==> src/rtl/roi_capture_ctrl.sv <==
// ============================================================================
//  roi_capture_ctrl
//  Sequences one frame of ROI buffer writes, then holds the buffer for the reader.
//  Revision 1.0
// ============================================================================
`default_nettype none

module roi_capture_ctrl #(
    parameter int unsigned H_ACTIVE = 320,
    parameter int unsigned V_ACTIVE = 240,
    parameter logic [23:0] TIMEOUT  = 24'd5_000_000
) (
    input  logic        iCLK,
    input  logic        iRST,
    input  logic        iArm,
    input  logic        iFVAL,
    input  logic        iDVAL,
    input  logic        iRelease,
    output logic        oWrEn,
    output logic [7:0]  oRow,
    output logic [8:0]  oCol,
    output logic        oStart,
    output logic        oDone,
    output logic        oFrameReady,
    output logic        oBusy,
    output logic        oError,
    output logic [16:0] oPixCount
);

    localparam logic [2:0] S_IDLE     = 3'd0;
    localparam logic [2:0] S_WAIT_SOF = 3'd1;
    localparam logic [2:0] S_CAPTURE  = 3'd2;
    localparam logic [2:0] S_DONE     = 3'd3;
    localparam logic [2:0] S_HOLD     = 3'd4;

    localparam logic [16:0] C_TOTAL    = 17'(H_ACTIVE * V_ACTIVE);
    localparam logic [8:0]  C_COL_LAST = 9'(H_ACTIVE - 1);

    logic [2:0]  state_q, state_d;
    logic        fval_q;
    logic [7:0]  row_q, row_d;
    logic [8:0]  col_q, col_d;
    logic [16:0] pix_q, pix_d;
    logic        err_q, err_d;
    logic [23:0] tmo_q, tmo_d;

    logic sof, eof, full, wr_window, wq, overrun;

    assign sof  = iFVAL & ~fval_q;
    assign eof  = ~iFVAL & fval_q;
    assign full = (pix_q == C_TOTAL);

    // The SOF cycle itself is writable so the first pixel lands at (0,0).
    assign wr_window = (state_q == S_CAPTURE) | ((state_q == S_WAIT_SOF) & sof);
    assign wq        = wr_window & iFVAL & iDVAL & ~full;
    assign overrun   = wr_window & iFVAL & iDVAL & full;

    always_comb begin
        state_d = state_q;
        row_d   = row_q;
        col_d   = col_q;
        pix_d   = pix_q;
        err_d   = err_q;
        tmo_d   = tmo_q;

        case (state_q)
            S_IDLE: begin
                if (iArm) begin
                    state_d = S_WAIT_SOF;
                    err_d   = 1'b0;
                    pix_d   = '0;
                    row_d   = '0;
                    col_d   = '0;
                    tmo_d   = '0;
                end
            end
            S_WAIT_SOF: begin
                if (sof) begin
                    state_d = S_CAPTURE;
                end else if (tmo_q == TIMEOUT - 24'd1) begin
                    state_d = S_IDLE;
                    err_d   = 1'b1;
                end else begin
                    tmo_d = tmo_q + 24'd1;
                end
            end
            S_CAPTURE: begin
                if (eof) begin
                    state_d = S_DONE;
                    if (pix_q != C_TOTAL) begin
                        err_d = 1'b1;
                    end
                end
            end
            S_DONE: begin
                state_d = S_HOLD;
            end
            S_HOLD: begin
                if (iRelease) begin
                    state_d = S_IDLE;
                end
            end
            default: begin
                state_d = S_IDLE;
            end
        endcase

        // wq only fires in WAIT_SOF/CAPTURE, so it never collides with the IDLE clear.
        if (wq) begin
            pix_d = pix_q + 17'd1;
            if (col_q == C_COL_LAST) begin
                col_d = '0;
                row_d = row_q + 8'd1;
            end else begin
                col_d = col_q + 9'd1;
            end
        end

        if (overrun) begin
            err_d = 1'b1;
        end
    end

    always_ff @(posedge iCLK or negedge iRST) begin
        if (!iRST) begin
            state_q <= S_IDLE;
            fval_q  <= 1'b0;
            row_q   <= '0;
            col_q   <= '0;
            pix_q   <= '0;
            err_q   <= 1'b0;
            tmo_q   <= '0;
        end else begin
            state_q <= state_d;
            fval_q  <= iFVAL;
            row_q   <= row_d;
            col_q   <= col_d;
            pix_q   <= pix_d;
            err_q   <= err_d;
            tmo_q   <= tmo_d;
        end
    end

    assign oWrEn       = wq;
    assign oRow        = row_q;
    assign oCol        = col_q;
    assign oPixCount   = pix_q;
    assign oError      = err_q;
    assign oStart      = (state_q == S_CAPTURE);
    assign oDone       = (state_q == S_DONE);
    assign oFrameReady = (state_q == S_HOLD);
    assign oBusy       = (state_q != S_IDLE);

endmodule

`default_nettype wire

==> config.mk <==
export PLATFORM = sky130hd
export DESIGN_NAME = roi_capture_ctrl
export DESIGN_NICKNAME = d
export VERILOG_FILES = /design/src/rtl/roi_capture_ctrl.sv
export SDC_FILE = /design/constraint.sdc
export NUM_CORES = 1
export LEC_CHECK = 0
export BUFFER_PORTS_ARGS = -buffer_cell sky130_fd_sc_hd__buf_2
export CORE_MARGIN = 3
export CORE_UTILIZATION = 58
export CTS_CLUSTER_DIAMETER = 80
export DETAILED_ROUTE_END_ITERATION = 10
export PLACE_DENSITY_LB_ADDON = 0.15
export SYNTH_ARGS = -nofsm -noshare
export SYNTH_HDL_FRONTEND = slang
export SYNTH_SLANG_ARGS = --single-unit
export TNS_END_PERCENT = 100
==> constraint.sdc <==
create_clock -name iCLK -period 2.7 [get_ports iCLK]
set_input_delay 0.54 -clock iCLK [delete_from_list [all_inputs] [get_ports iCLK]]
set_output_delay 0.54 -clock iCLK [all_outputs]
set_load 0.005 [all_outputs]
# == Word-level counts from Yosys, hierarchy flattened ==
# Cells that the tools add are included.
# classes
addsub,4
n_mul,0
n_div,0
order_cmp,0
n_eq_ne,19
shifts,0
muxes,28
bitwise_logic,11
reduce_logical,10
# op_table
operator,n
24-bit two-way mux,3
17-bit two-way mux,3
24-bit case mux with 2 select lines,1
9-bit two-way mux,4
8-bit two-way mux,4
24-bit by 1-bit adder with 24-bit output (second input constant),1
24-bit by 23-bit == test with 1-bit output (second input constant),1
17-bit by 1-bit adder with 17-bit output (second input constant),1
17-bit == test (second input constant),1
17-bit inequality test (second input constant),1
3-bit two-way mux,5
3-bit case mux with 5 select lines,1
9-bit by 1-bit adder with 9-bit output (second input constant),1
9-bit == test (second input constant),1
8-bit by 1-bit adder with 8-bit output (second input constant),1
2-bit inequality test (second input constant),4
4-bit AND reduction,2
1-bit AND,7
3-bit by 2-bit == test with 1-bit output (second input constant),2
1-bit two-way mux,6
3-bit by 1-bit inequality test with 1-bit output (second input constant),2
3-bit by 2-bit inequality test with 1-bit output (second input constant),2
3-bit inequality test (second input constant),2
6-bit AND reduction,1
other kinds (11),15
# word_totals
reg_bits,63
latchBits,0
ramBits,0
mem_bits_ro,0
in_bits,6
output_inout_bits,40
word_cells,79
mem_count,0

# == Longest topological paths before layout ==
# depth
ltp_word,9
ltp_mapped,10
mapped_depth_nobuf,8

# == Least setup slack after synthesis ==
# Ideal clock, no wire load.
# synth_path
kind,register -> output
startpoint,reg state_q[1]
endpoint,out oWrEn
arrival_ns,1.714
required_ns,2.160
slack_ns,0.446
stages_incl_launch_ff,8
n_path_buf,3
path_cell_list,dfrtp_1 buf_4 or3b_1 a211oi_2 nand2_1 inv_1 buf_2 buf_2
# synth_between
elab_chain_cells,6
word_cells_on_any_way,7
classes_between,2 x eq/ne; 5 x bitwise
# synth_lines
element,line_no,rtl
from (decl),39,"logic [2:0] state_q, state_d;"
from (signal assigned),134,state_q <= state_d;
3-bit by 1-bit == test with 1-bit output,54,assign wr_window = (state_q == S_CAPTURE) | ((state_q == S_WAIT_SOF) & sof);
1-bit AND,54,
1-bit bitwise OR *,54,
1-bit AND * (3 in a row),55,assign wq = wr_window & iFVAL & iDVAL & ~full;
to (decl),19,"output logic oWrEn,"
# Every way passes the cells marked *; elsewhere a longest branch is shown, timed or not.

# == Worst setup path in the final report ==
# Same ends and word-level chain as after synthesis.

==> implementation parameters <==
Parameter                              Value

Run status
  Outcome ... finished, final reports clean

Synthesis
  Most used flip-flop cell after synthesis ... sky130_fd_sc_hd__dfrtp_1
  Ys Warns ... 0
  Distinct cell type count of the synthesized netlist ... 55
  Sequential cell area fraction in the yosys report ... 0.437
  Number of synthesized register bits ... 63
  Yosys top cell area share ... 0.438
  Area of the mapped netlist ... 0.00360 sq mm
  Mapped Nets ... 395
  Fraction of synthesis flops using an asynchronous set or reset pin ... 1.00
  Count of flip-flops with a built-in enable after synthesis ... 0
  Most area-hungry cell type in the Yosys netlist ... sky130_fd_sc_hd__dfrtp_1
  Ranking of synthesized cells by area ... sky130_fd_sc_hd__dfrtp_1, sky130_fd_sc_hd__nand2_1, sky130_fd_sc_hd__mux2i_1
  Number of instances in the synthesized netlist ... 384
  Mean area per synthesized cell ... 9.38 sq um

Place
  Number of port buffers ... 45
  Placement-stage cell area ... 0.00393 sq mm
  HPWL after detailed placement ... 5.83 mm
  Inst Count DP ... 502
  Routability congestion estimate ... 0.847

Finish
  Most common cell after layout, fill and taps aside ... sky130_fd_sc_hd__dfrtp_1
  Fill cells ... 483
  Number of nets at the end of the flow ... 449
  Fraction of final layout cells sized beyond drive strength 1 ... 0.258
  Commonest cells after routing, fill and taps aside ... sky130_fd_sc_hd__dfrtp_1, sky130_fd_sc_hd__nand2_1, sky130_fd_sc_hd__buf_2, sky130_fd_sc_hd__nand3_1, sky130_fd_sc_hd__nor2_1
  Number of diodes added for antenna fixing ... 0
  Area Overhead vs Synth ... 14.3%
  Number of cells in the finished layout apart from fillers ... 517
  Post-route cell area ... 0.00412 sq mm

Timing
  Maximum clock skew at final layout ... 5.50 ps
  Max-slew headroom ... 0.589
  Total count of max-transition violations in the final report ... 0
  Final total negative setup slack ... 0 ps
  Number of endpoints with negative hold slack in the final report ... 0
  Period utilisation layout ... 0.946
  Worst Max-Slew Pin Slew ... 611 ps
  Min Tclk post-route ... 2550 ps
  Max frequency ... 392 MHz
  Count of final setup violators ... 0
  Unrepaired setup endpoints after global routing ... no

Worst setup path
  Largest driver fanout on the critical path ... 9
  Kind of launch point of the worst setup path ... flip-flop
  Required arrival time at the worst endpoint ... 2160 ps
  Kind of capture point of the worst setup path ... output port
  Cell with the largest stage delay on the worst path ... sky130_fd_sc_hd__dfrtp_1
  Critical path class ... reg -> out
  Reg2Reg Setup Slack ... 270 ps
  Number of buffer and inverter stages on the critical path ... 2
  Instance count on the critical path ... 5
  Critical-path cell list ... or3b_1 > a211oi_2 > nand2_2 > inv_1 > buf_2
  Worst path arrival time ... 2010 ps
  Worst R2R Path Depth ... 6
  CP peak stage delay ... 490 ps
  Worst path top cell family by delay ... simple AND/OR/NAND/NOR gates

GRT
  Tot GR Track Use ... 0.236
  Number of global-route vias before repair ... 2929
  Largest net degree at the start of global routing ... 39
  Antenna violations before repair ... 0
  First-pass GRT wire length ... 13.8 mm
  Total global routing overflow ... 0

Power and ir drop
  Peak supply drop ... 540 uV
  Power Dens Cells ... 643 mW/mm^2
  Static power due to leakage ... 0.00190 uW

Route
  Per-cell routed wire length ... 15.6 microns
  Number of vias in the routed layout ... 3105
  Routed Wire Length ... 8.09 mm
  Remaining routing DRC violations ... 0
  Initial drt markers ... 153
  Vias per std cell ... 6.01
  Detailed-router iteration count before antenna repair ... 5
  Count of nets left with antenna violations after detail routing ... 0

CTS
  Clock buffer count from CTS ... 9
  Clock latency reported for the late side of the worst-skew pair ... 340 ps
  H-tree levels ... 3
  Clock edge transition at the registers on the reported setup and hold paths ... 70 ps
  Clock root buffer ... sky130_fd_sc_hd__clkbuf_8
  Maximum clock path buffer count ... 2
  TritonCTS clock tree ... done
  Clock sink count ... 63

Hold path
  Classification of the worst-slack hold path ... in -> async

Floorplan
  DIE AREA ... 0.00719 sq mm
  I/O pin count ... 46
  Core Area ... 0.00596 sq mm
  Row count ... 28
  Width of the chip ... 84.8 microns
  Die Span Y ... 84.8 microns
  Initial core utilization ... 0.605

Run
  Number of maximum-capacitance violations ... 0
## synthesized netlist by cell type, types with 5 or more instances
| cell | instances |
|---|---|
| sky130_fd_sc_hd__mux2i_1 | 17 |
| sky130_fd_sc_hd__nand3_1 | 29 |
| sky130_fd_sc_hd__a21o_1 | 7 |
| sky130_fd_sc_hd__a21oi_1 | 16 |
| sky130_fd_sc_hd__o21ai_2 | 6 |
| sky130_fd_sc_hd__o31ai_1 | 9 |
| sky130_fd_sc_hd__o21ai_0 | 13 |
| sky130_fd_sc_hd__inv_1 | 14 |
| sky130_fd_sc_hd__clkbuf_1 | 7 |
| sky130_fd_sc_hd__or3_2 | 7 |
| sky130_fd_sc_hd__a21oi_2 | 6 |
| sky130_fd_sc_hd__xor2_1 | 7 |
| sky130_fd_sc_hd__or4_2 | 5 |
| sky130_fd_sc_hd__nand2_1 | 51 |
| sky130_fd_sc_hd__nor4_1 | 5 |
| sky130_fd_sc_hd__or3_1 | 6 |
| sky130_fd_sc_hd__dfrtp_1 | 63 |
| sky130_fd_sc_hd__nor2_1 | 21 |
| sky130_fd_sc_hd__nand4_1 | 18 |
| sky130_fd_sc_hd__ha_1 | 5 |
| sky130_fd_sc_hd__nor3_1 | 10 |
## registers in the layout, indices dropped and copies added, names as in the netlist
name and cells:
tmo_q 24, oPixCount 17, oCol 9, oRow 8, state_q 3, fval_q 1
oError 1
## logic make-up after synthesis
group / share of synthesized area
xor+xnor: 0.0170
buf+inv: 0.0486
compound gates: 0.153
mux: 0.0472
simple gates: 0.279
flops: 0.437
fa+ha+maj: 0.0174
## cell type report
| cell class | count | area [sq um] | area share |
|---|---|---|---|
| Clock buffer | 12 | 165 | 0.0401 |
| Clock inverter | 3 | 17.5 | 0.00425 |
| Inverter | 14 | 52.6 | 0.0128 |
| Multi-Input combinational cell | 289 | 1850 | 0.450 |
| Sequential cell | 63 | 1580 | 0.383 |
| Tap cell | 75 | 93.8 | 0.0228 |
| Timing Repair Buffer | 61 | 358 | 0.0869 |
## stage by stage
stage               power [uW]  setup slack, ps  utilization  hold WS (ps)
CTS                       2670             38.6        0.691           218
finish                    2650              147        0.692           205
floorplan                 1710              446            -           244
global placement          1890              345        0.660           483
detailed placement        1910              276        0.660           482
global route              2810             20.0        0.692           241
## path summary, 6_finish.rpt
path                                 endpoint           from
worst max-delay path                    oWrEn     state_q[1]
worst min-delay path             oPixCount[3]           iRST
worst max register to register      tmo_q[19]     state_q[1]
worst min register to register  oPixCount[16]  oPixCount[16]
max in group asynchronous          state_q[0]           iRST
min in group iCLK                      fval_q          iFVAL
## power breakdown
part,switching (uW),leakage (uW),internal [uW]
sequential,107,0.000870,1010
clock,352,0.0000942,400
combinational,485,0.000936,291
## repair_timing
item                                    4_1_cts  5_1_grt
buffers inserted                              0        0
hold buffers                                  0        0
endpoints found under the setup margin        0        1
resized for setup                             0        2
## per-layer routing
metal  vias to the layer above  part of all wire  GRT usage
li1                       1521                 -          -
met1                      1492              0.43      0.299
met2                        77              0.51      0.404
met3                        15             0.043     0.0359
met4                         0             0.017     0.0950
met5                         -                 0          0
Power figures use the tool's default switching activity.
